### config.mk
export PLATFORM = sky130hd
export DESIGN_NAME = subneg_mem_responder
export DESIGN_NICKNAME = d
export VERILOG_FILES = /design/src/rtl/subneg_mem_responder.sv
export SDC_FILE = /design/constraint.sdc
export NUM_CORES = 2
export LEC_CHECK = 0
export ABC_CLOCK_PERIOD_IN_PS = 10150
export BUFFER_PORTS_ARGS = -buffer_cell sky130_fd_sc_hd__buf_2
export CORE_MARGIN = 5
export CORE_UTILIZATION = 45
export CTS_CLUSTER_SIZE = 10
export DETAILED_ROUTE_END_ITERATION = 8
export GPL_TIMING_DRIVEN = 0
export REMOVE_ABC_BUFFERS = 1
export SYNTH_ARGS = -nofsm -noshare
export SYNTH_HDL_FRONTEND = slang
export SYNTH_SLANG_ARGS = --single-unit
### constraint.sdc
create_clock -name clk -period 10.15 [get_ports clk]
set_input_delay 1.015 -clock clk [delete_from_list [all_inputs] [get_ports clk]]
set_output_delay 1.015 -clock clk [all_outputs]
set_load 0.01 [all_outputs]
### src/rtl/subneg_mem_responder.sv
// subneg_mem_responder
//   Byte-wide memory target for a strobe-driven (latch / OE / WE) initiator bus,
//   with a host preload port and an edge-captured output latch.
//
//   Ports:
//     clk, reset          single clock; synchronous active-high reset
//     bus_in[7:0]         initiator data bus (address or write data)
//     latch_clk           address latch strobe (rising edge captures address)
//     mem_oe_n, mem_we_n  read / write strobes, active-low
//     out_latch_clk       output latch strobe (rising edge captures bus_in)
//     host_sel            host owns the memory when high
//     load_we/addr/data   host preload write port
//     bus_out[7:0]        combinational read data, mem[addr_reg]
//     bus_drive           combinational bus-drive enable
//     out_port[7:0]       output latch, out_strobe one-cycle capture pulse
//     bus_conflict        sticky OE+WE overlap flag
//     wr_count[15:0]      committed bus-write counter
//
//   Optional feature: define SUBNEG_RESP_WRCNT_EN to build the saturating
//   write counter; otherwise wr_count is tied to zero.
module subneg_mem_responder #(
  parameter int unsigned MEM_AW = 8
) (
  input  logic              clk,
  input  logic              reset,
  input  logic [7:0]        bus_in,
  input  logic              latch_clk,
  input  logic              mem_oe_n,
  input  logic              mem_we_n,
  input  logic              out_latch_clk,
  input  logic              host_sel,
  input  logic              load_we,
  input  logic [MEM_AW-1:0] load_addr,
  input  logic [7:0]        load_data,
  output logic [7:0]        bus_out,
  output logic              bus_drive,
  output logic [7:0]        out_port,
  output logic              out_strobe,
  output logic              bus_conflict,
  output logic [15:0]       wr_count
);

  localparam int unsigned DEPTH = 1 << MEM_AW;
  localparam int unsigned DW    = 8;

  typedef enum logic [1:0] {
    IDLE  = 2'd0,
    ADDR  = 2'd1,
    READ  = 2'd2,
    WRITE = 2'd3
  } phase_e;

  phase_e            state_q, state_d;
  logic [MEM_AW-1:0] addr_q, addr_d;
  logic              latch_prev_q, latch_prev_d;
  logic              we_n_prev_q, we_n_prev_d;
  logic              olatch_prev_q, olatch_prev_d;
  logic [DW-1:0]     out_port_q, out_port_d;
  logic              out_strobe_q, out_strobe_d;
  logic              conflict_q, conflict_d;

  logic [DW-1:0]     mem [DEPTH];

  logic              bus_en;
  logic              latch_rise;
  logic              we_fall;
  logic              olatch_rise;
  logic              mem_wr_en;
  logic [MEM_AW-1:0] mem_wr_addr;
  logic [DW-1:0]     mem_wr_data;

  // Edge detection; bus strobes are ignored while the host owns the memory
  always_comb begin
    bus_en      = !host_sel;
    latch_rise  = bus_en && latch_clk && !latch_prev_q;
    we_fall     = bus_en && !mem_we_n && we_n_prev_q;
    olatch_rise = bus_en && out_latch_clk && !olatch_prev_q;
  end

  // Next-state, address, output latch and flag logic
  always_comb begin
    state_d       = state_q;
    addr_d        = addr_q;
    out_port_d    = out_port_q;
    out_strobe_d  = 1'b0;
    conflict_d    = conflict_q;
    // History keeps tracking during host ownership so no false edge appears later
    latch_prev_d  = latch_clk;
    we_n_prev_d   = mem_we_n;
    olatch_prev_d = out_latch_clk;

    if (bus_en) begin
      if (latch_rise) begin
        state_d = ADDR;
      end else if (!mem_oe_n && (state_q == ADDR || state_q == READ)) begin
        state_d = READ;
      end else if (we_fall) begin
        state_d = WRITE;
      end else if (!latch_clk && mem_oe_n && mem_we_n) begin
        state_d = IDLE;
      end
    end

    if (latch_rise) begin
      addr_d = bus_in[MEM_AW-1:0];
    end

    if (olatch_rise) begin
      out_port_d   = bus_in;
      out_strobe_d = 1'b1;
    end

    if (bus_en && !mem_oe_n && !mem_we_n) begin
      conflict_d = 1'b1;
    end
  end

  // Memory write port select: host preload or a single bus write per WE pulse
  always_comb begin
    mem_wr_en   = 1'b0;
    mem_wr_addr = addr_q;
    mem_wr_data = bus_in;
    if (!reset) begin
      if (host_sel) begin
        mem_wr_en   = load_we;
        mem_wr_addr = load_addr;
        mem_wr_data = load_data;
      end else if (we_fall) begin
        // Uses the pre-update addr_q, so a same-cycle latch lands on the old address
        mem_wr_en   = 1'b1;
        mem_wr_addr = addr_q;
        mem_wr_data = bus_in;
      end
    end
  end

  // Control register bank
  always_ff @(posedge clk) begin
    if (reset) begin
      state_q       <= IDLE;
      addr_q        <= '0;
      latch_prev_q  <= 1'b0;
      we_n_prev_q   <= 1'b1;
      olatch_prev_q <= 1'b0;
      out_port_q    <= '0;
      out_strobe_q  <= 1'b0;
      conflict_q    <= 1'b0;
    end else begin
      state_q       <= state_d;
      addr_q        <= addr_d;
      latch_prev_q  <= latch_prev_d;
      we_n_prev_q   <= we_n_prev_d;
      olatch_prev_q <= olatch_prev_d;
      out_port_q    <= out_port_d;
      out_strobe_q  <= out_strobe_d;
      conflict_q    <= conflict_d;
    end
  end

  // Storage array; contents survive reset
  always_ff @(posedge clk) begin
    if (mem_wr_en) begin
      mem[mem_wr_addr] <= mem_wr_data;
    end
  end

  // Zero-latency read from the latched address
  assign bus_out      = mem[addr_q];
  assign bus_drive    = !mem_oe_n && mem_we_n && !host_sel;
  assign out_port     = out_port_q;
  assign out_strobe   = out_strobe_q;
  assign bus_conflict = conflict_q;

`ifdef SUBNEG_RESP_WRCNT_EN
  logic [15:0] wr_count_q, wr_count_d;

  // Saturating count of committed bus writes; host preloads excluded
  always_comb begin
    wr_count_d = wr_count_q;
    if (!host_sel && we_fall && (wr_count_q != 16'hFFFF)) begin
      wr_count_d = wr_count_q + 16'(1);
    end
  end

  always_ff @(posedge clk) begin
    if (reset) begin
      wr_count_q <= '0;
    end else begin
      wr_count_q <= wr_count_d;
    end
  end

  assign wr_count = wr_count_q;
`else
  assign wr_count = '0;
`endif

endmodule
==> run metrics <==
library cell with the largest summed area after synthesis=edfxtp_1; cell at the root of the clock tree=clkbuf_16; Unique masters post-synth=62; Cell Chain, Critical Path=buf_16 > buf_16 > buf_16 > buf_16 > mux4_2 > a22o_1 > a221oi_1 > o32ai_1 > o311ai_1 > a211oi_1 > buf_2; data arrival time of the worst path=5.58 ns; die height=434 µm; post-route ant nets=0; worst hold-check slack=0.442 ns; reg-to-reg critical path startpoint=addr_q[0]; remaining max-slew budget at the tightest pin=3.27%; source of the worst hold timing path=mem_we_n; TritonCTS clock tree=done; wire length of the first global-routing pass=288 mm; final period utilization=64.9%; max incr delay on CP=0.71 ns; count of H-tree levels built during CTS=4; MaxCap Viol Count=0; final setup skew=0.0180 ns; reg-to-reg slack, setup=6.09 ns; overall global routing resource usage=21.3%; Placeable Area=179000 µm²; CTS sink count=2077; total iterations of the first detailed-routing run=5; global placer's final weighted congestion=0.791; Clock Pin Slew Worst Setup and Hold Paths=0.06 ns; clock buffer count from CTS=228; sink of the worst hold path=we_n_prev_q; largest net degree at the start of global routing=91; kind of path behind the tightest hold check=input port to flop; top flip-flop cell by instance count after synthesis=edfxtp_1; Min Clock Period, post-route=6.59 ns; timing-limited maximum frequency=0.152 GHz; areal power density over the cells=194 nW/µm²; final setup fails=0; number of placement rows=155; clock latency on the worst-skew pair=0.81 ns; final instance area=90800 µm²; number of nets in the layout=4049; HPWL reported at the end of detailed placement=124 mm; number of vias in the routed layout=39400; asr flop ratio synth=0%; total count of max-transition violations in the final report=0; Max Fanout on Critical Path=43; largest buffer count on any clock path=3; cell type with the highest occurrence count on the critical path=buf_16; number of synthesized flops with an enable pin=2048; total of hold buffers inserted after clock tree synthesis=0; number of buffers inserted by post-CTS setup repair=0; detailed-route DRC error count=0; WP buf/inv=5; classification of the worst setup path=flop to primary output; pin slew with the least headroom to its limit=1.44 ns; number of buffers added on ports=50; cells resized by post-CTS repair=0; required time worst endpoint=9.14 ns; Warnings, synthesis=0; iteration-0 DRC count of the detailed router=4512; DR vias/cell=6.13; crit start category=flop; wirelength, routed=200 mm; fraction of post-synthesis cell area in the top cell type by area=75.9%; sequential fraction of the synthesis area=76.6%; count of state elements after synthesis=2077; RSZ-0062 raised after global routing=no; Hold Vio Cnt, Final=0; Area Growth Syn to Fin=12.1%; area enclosed by the die boundary=189000 µm²; Synth Area per Inst=20.8 µm²; capturing point of the worst reg2reg path=mem[120][5]; initial core utilization=45.3%; antenna violations before repair=6; share of layout cells above drive strength 1=20.0%; width of the die=434 µm; path depth of the worst reg2reg path=3; number of primary I/O pins=67; cell with the largest stage delay on the worst path=a221oi_1; run status=completed; grt total ovfl=0; mean routed wirelength per cell=31.2 µm; Worst setup EP type=primary output; dominant cells by area after synthesis=edfxtp_1 76%, mux4_2 11%, mux2i_1 1.9%, mux4_1 1.8%, nor2_1 1.4%; hold path depth=2; Crit path max-delay family=compound AO/OA/AOI/OAI gates; via count of the first global-routing pass=39500; cell count after synthesis=3894; Cell Area, Synth=81000 µm²; Leak=27.1 nW; placement-stage cell area=84600 µm²; worst ir drop on vdd=146 µV
-- flip-flops by register name, indices dropped and copies added (netlist names), named ones only --
| name | flops |
|---|---|
| addr_q | 8 |
| bus_conflict | 1 |
| latch_prev_q | 1 |
| mem | 2048 |
| olatch_prev_q | 1 |
| out_port | 8 |
| out_strobe | 1 |
| we_n_prev_q | 1 |
-- logic make-up (layout without fill, tap and decap cells) --
kind of cell	count (synthesis)	count (layout)	synth area share [%]
compound gates	387	387	3.47
buf+inv	248	414	2.12
flops	2077	2077	76.6
other cells	1	21	0.00463
mux	607	607	14.7
simple gates	574	574	3.08
-- worst max path at each step --
stage	startpoint	endpoint	slack (ns)	cells after the start
6_report	flop	bus_out[4]	3.56	11
5_1_grt	flop	bus_out[4]	3.26	11
4_1_cts	flop	bus_out[4]	3.31	11
3_5_place_dp	flop	bus_out[4]	4.21	11
3_3_place_gp	flop	bus_out[0]	-29.95	7
2_1_floorplan	flop	bus_out[0]	-16.38	6
-- placed cells by master, fill, tap and decap left out, drive strengths merged, types with 12 or more instances in the layout --
cell / Yosys / routed
a211oi: 26 / 26
a21oi: 65 / 65
a221oi: 17 / 17
a22o: 16 / 16
a22oi: 145 / 145
buf: 158 / 123
clkbuf: 86 / 274
conb: 1 / 16
dfxtp: 29 / 29
edfxtp: 2048 / 2048
mux2i: 155 / 155
mux4: 448 / 448
nand2: 129 / 129
nand3: 39 / 39
nand3b: 17 / 17
nor2: 296 / 296
nor2b: 18 / 18
nor3: 27 / 27
nor4: 12 / 12
o221ai: 34 / 34
o22ai: 32 / 32
-- synthesized netlist by cell type (8+ instances only) --
master,n
mux2i_1,155
o32ai_1,9
clkbuf_1,85
nor3_1,27
a221oi_1,17
mux4_1,56
buf_6,31
buf_1,11
nor2_1,295
buf_4,32
nand3b_1,17
o22ai_1,32
buf_12,8
a22oi_1,145
edfxtp_1,2048
nor2b_1,18
nand2_1,129
nand3_1,39
o221ai_1,34
a211oi_1,26
a22o_1,16
mux4_2,392
buf_2,56
nor4_1,12
buf_8,20
dfxtp_1,29
a21oi_1,65
-- through the flow --
step / power, mW / cells / worst slack, ns / util (%) / TNS [ns]
after detailed placement: 10.6 / 6142 / 4.21 / 47.3 / 0
after global routing: 18.1 / 6431 / 3.26 / 50.8 / 0
after CTS: 17.7 / 6430 / 3.31 / 50.8 / 0
after floorplan: 10.5 / 3664 / -16.38 / - / -129.46
after global placement: 11.1 / 6069 / -29.95 / 46.2 / -883.19
final: 17.6 / 6435 / 3.56 / 50.8 / 0
-- layout make-up --
type,count,area [µm²]
Multi-Input combinational cell,1584,17500
Clock buffer,274,5990
Timing Repair Buffer,123,2100
Tap cell,2355,2950
Inverter,3,11.3
Sequential cell,2077,62100
Antenna cell,5,12.5
Clock inverter,14,158
Fill cell,14100,88000
-- per-layer routing --
layer	track usage, %	vias to the layer above	wire length (µm)
met1	30.5	21100	83200
met2	34.1	1532	97600
met3	3.73	321	14200
li1	-	16400	-
met4	5.88	4	5470
met5	0	-	31
-- power breakdown --
group | leakage (nW) | switching [mW] | internal, mW
combinational | 5.45 | 0.605 | 0.284
sequential | 18.7 | 0.0179 | 9.51
clock | 3.00 | 3.06 | 4.09
-- worst reg2reg max path, stage by stage, from the launching register on --
cell,delay (ns)
dfxtp_1,0.36
o31ai_1,1.18
nand3_2,1.06
nor2_1,1.07
No activity file was read; power rests on OpenSTA's default activity.
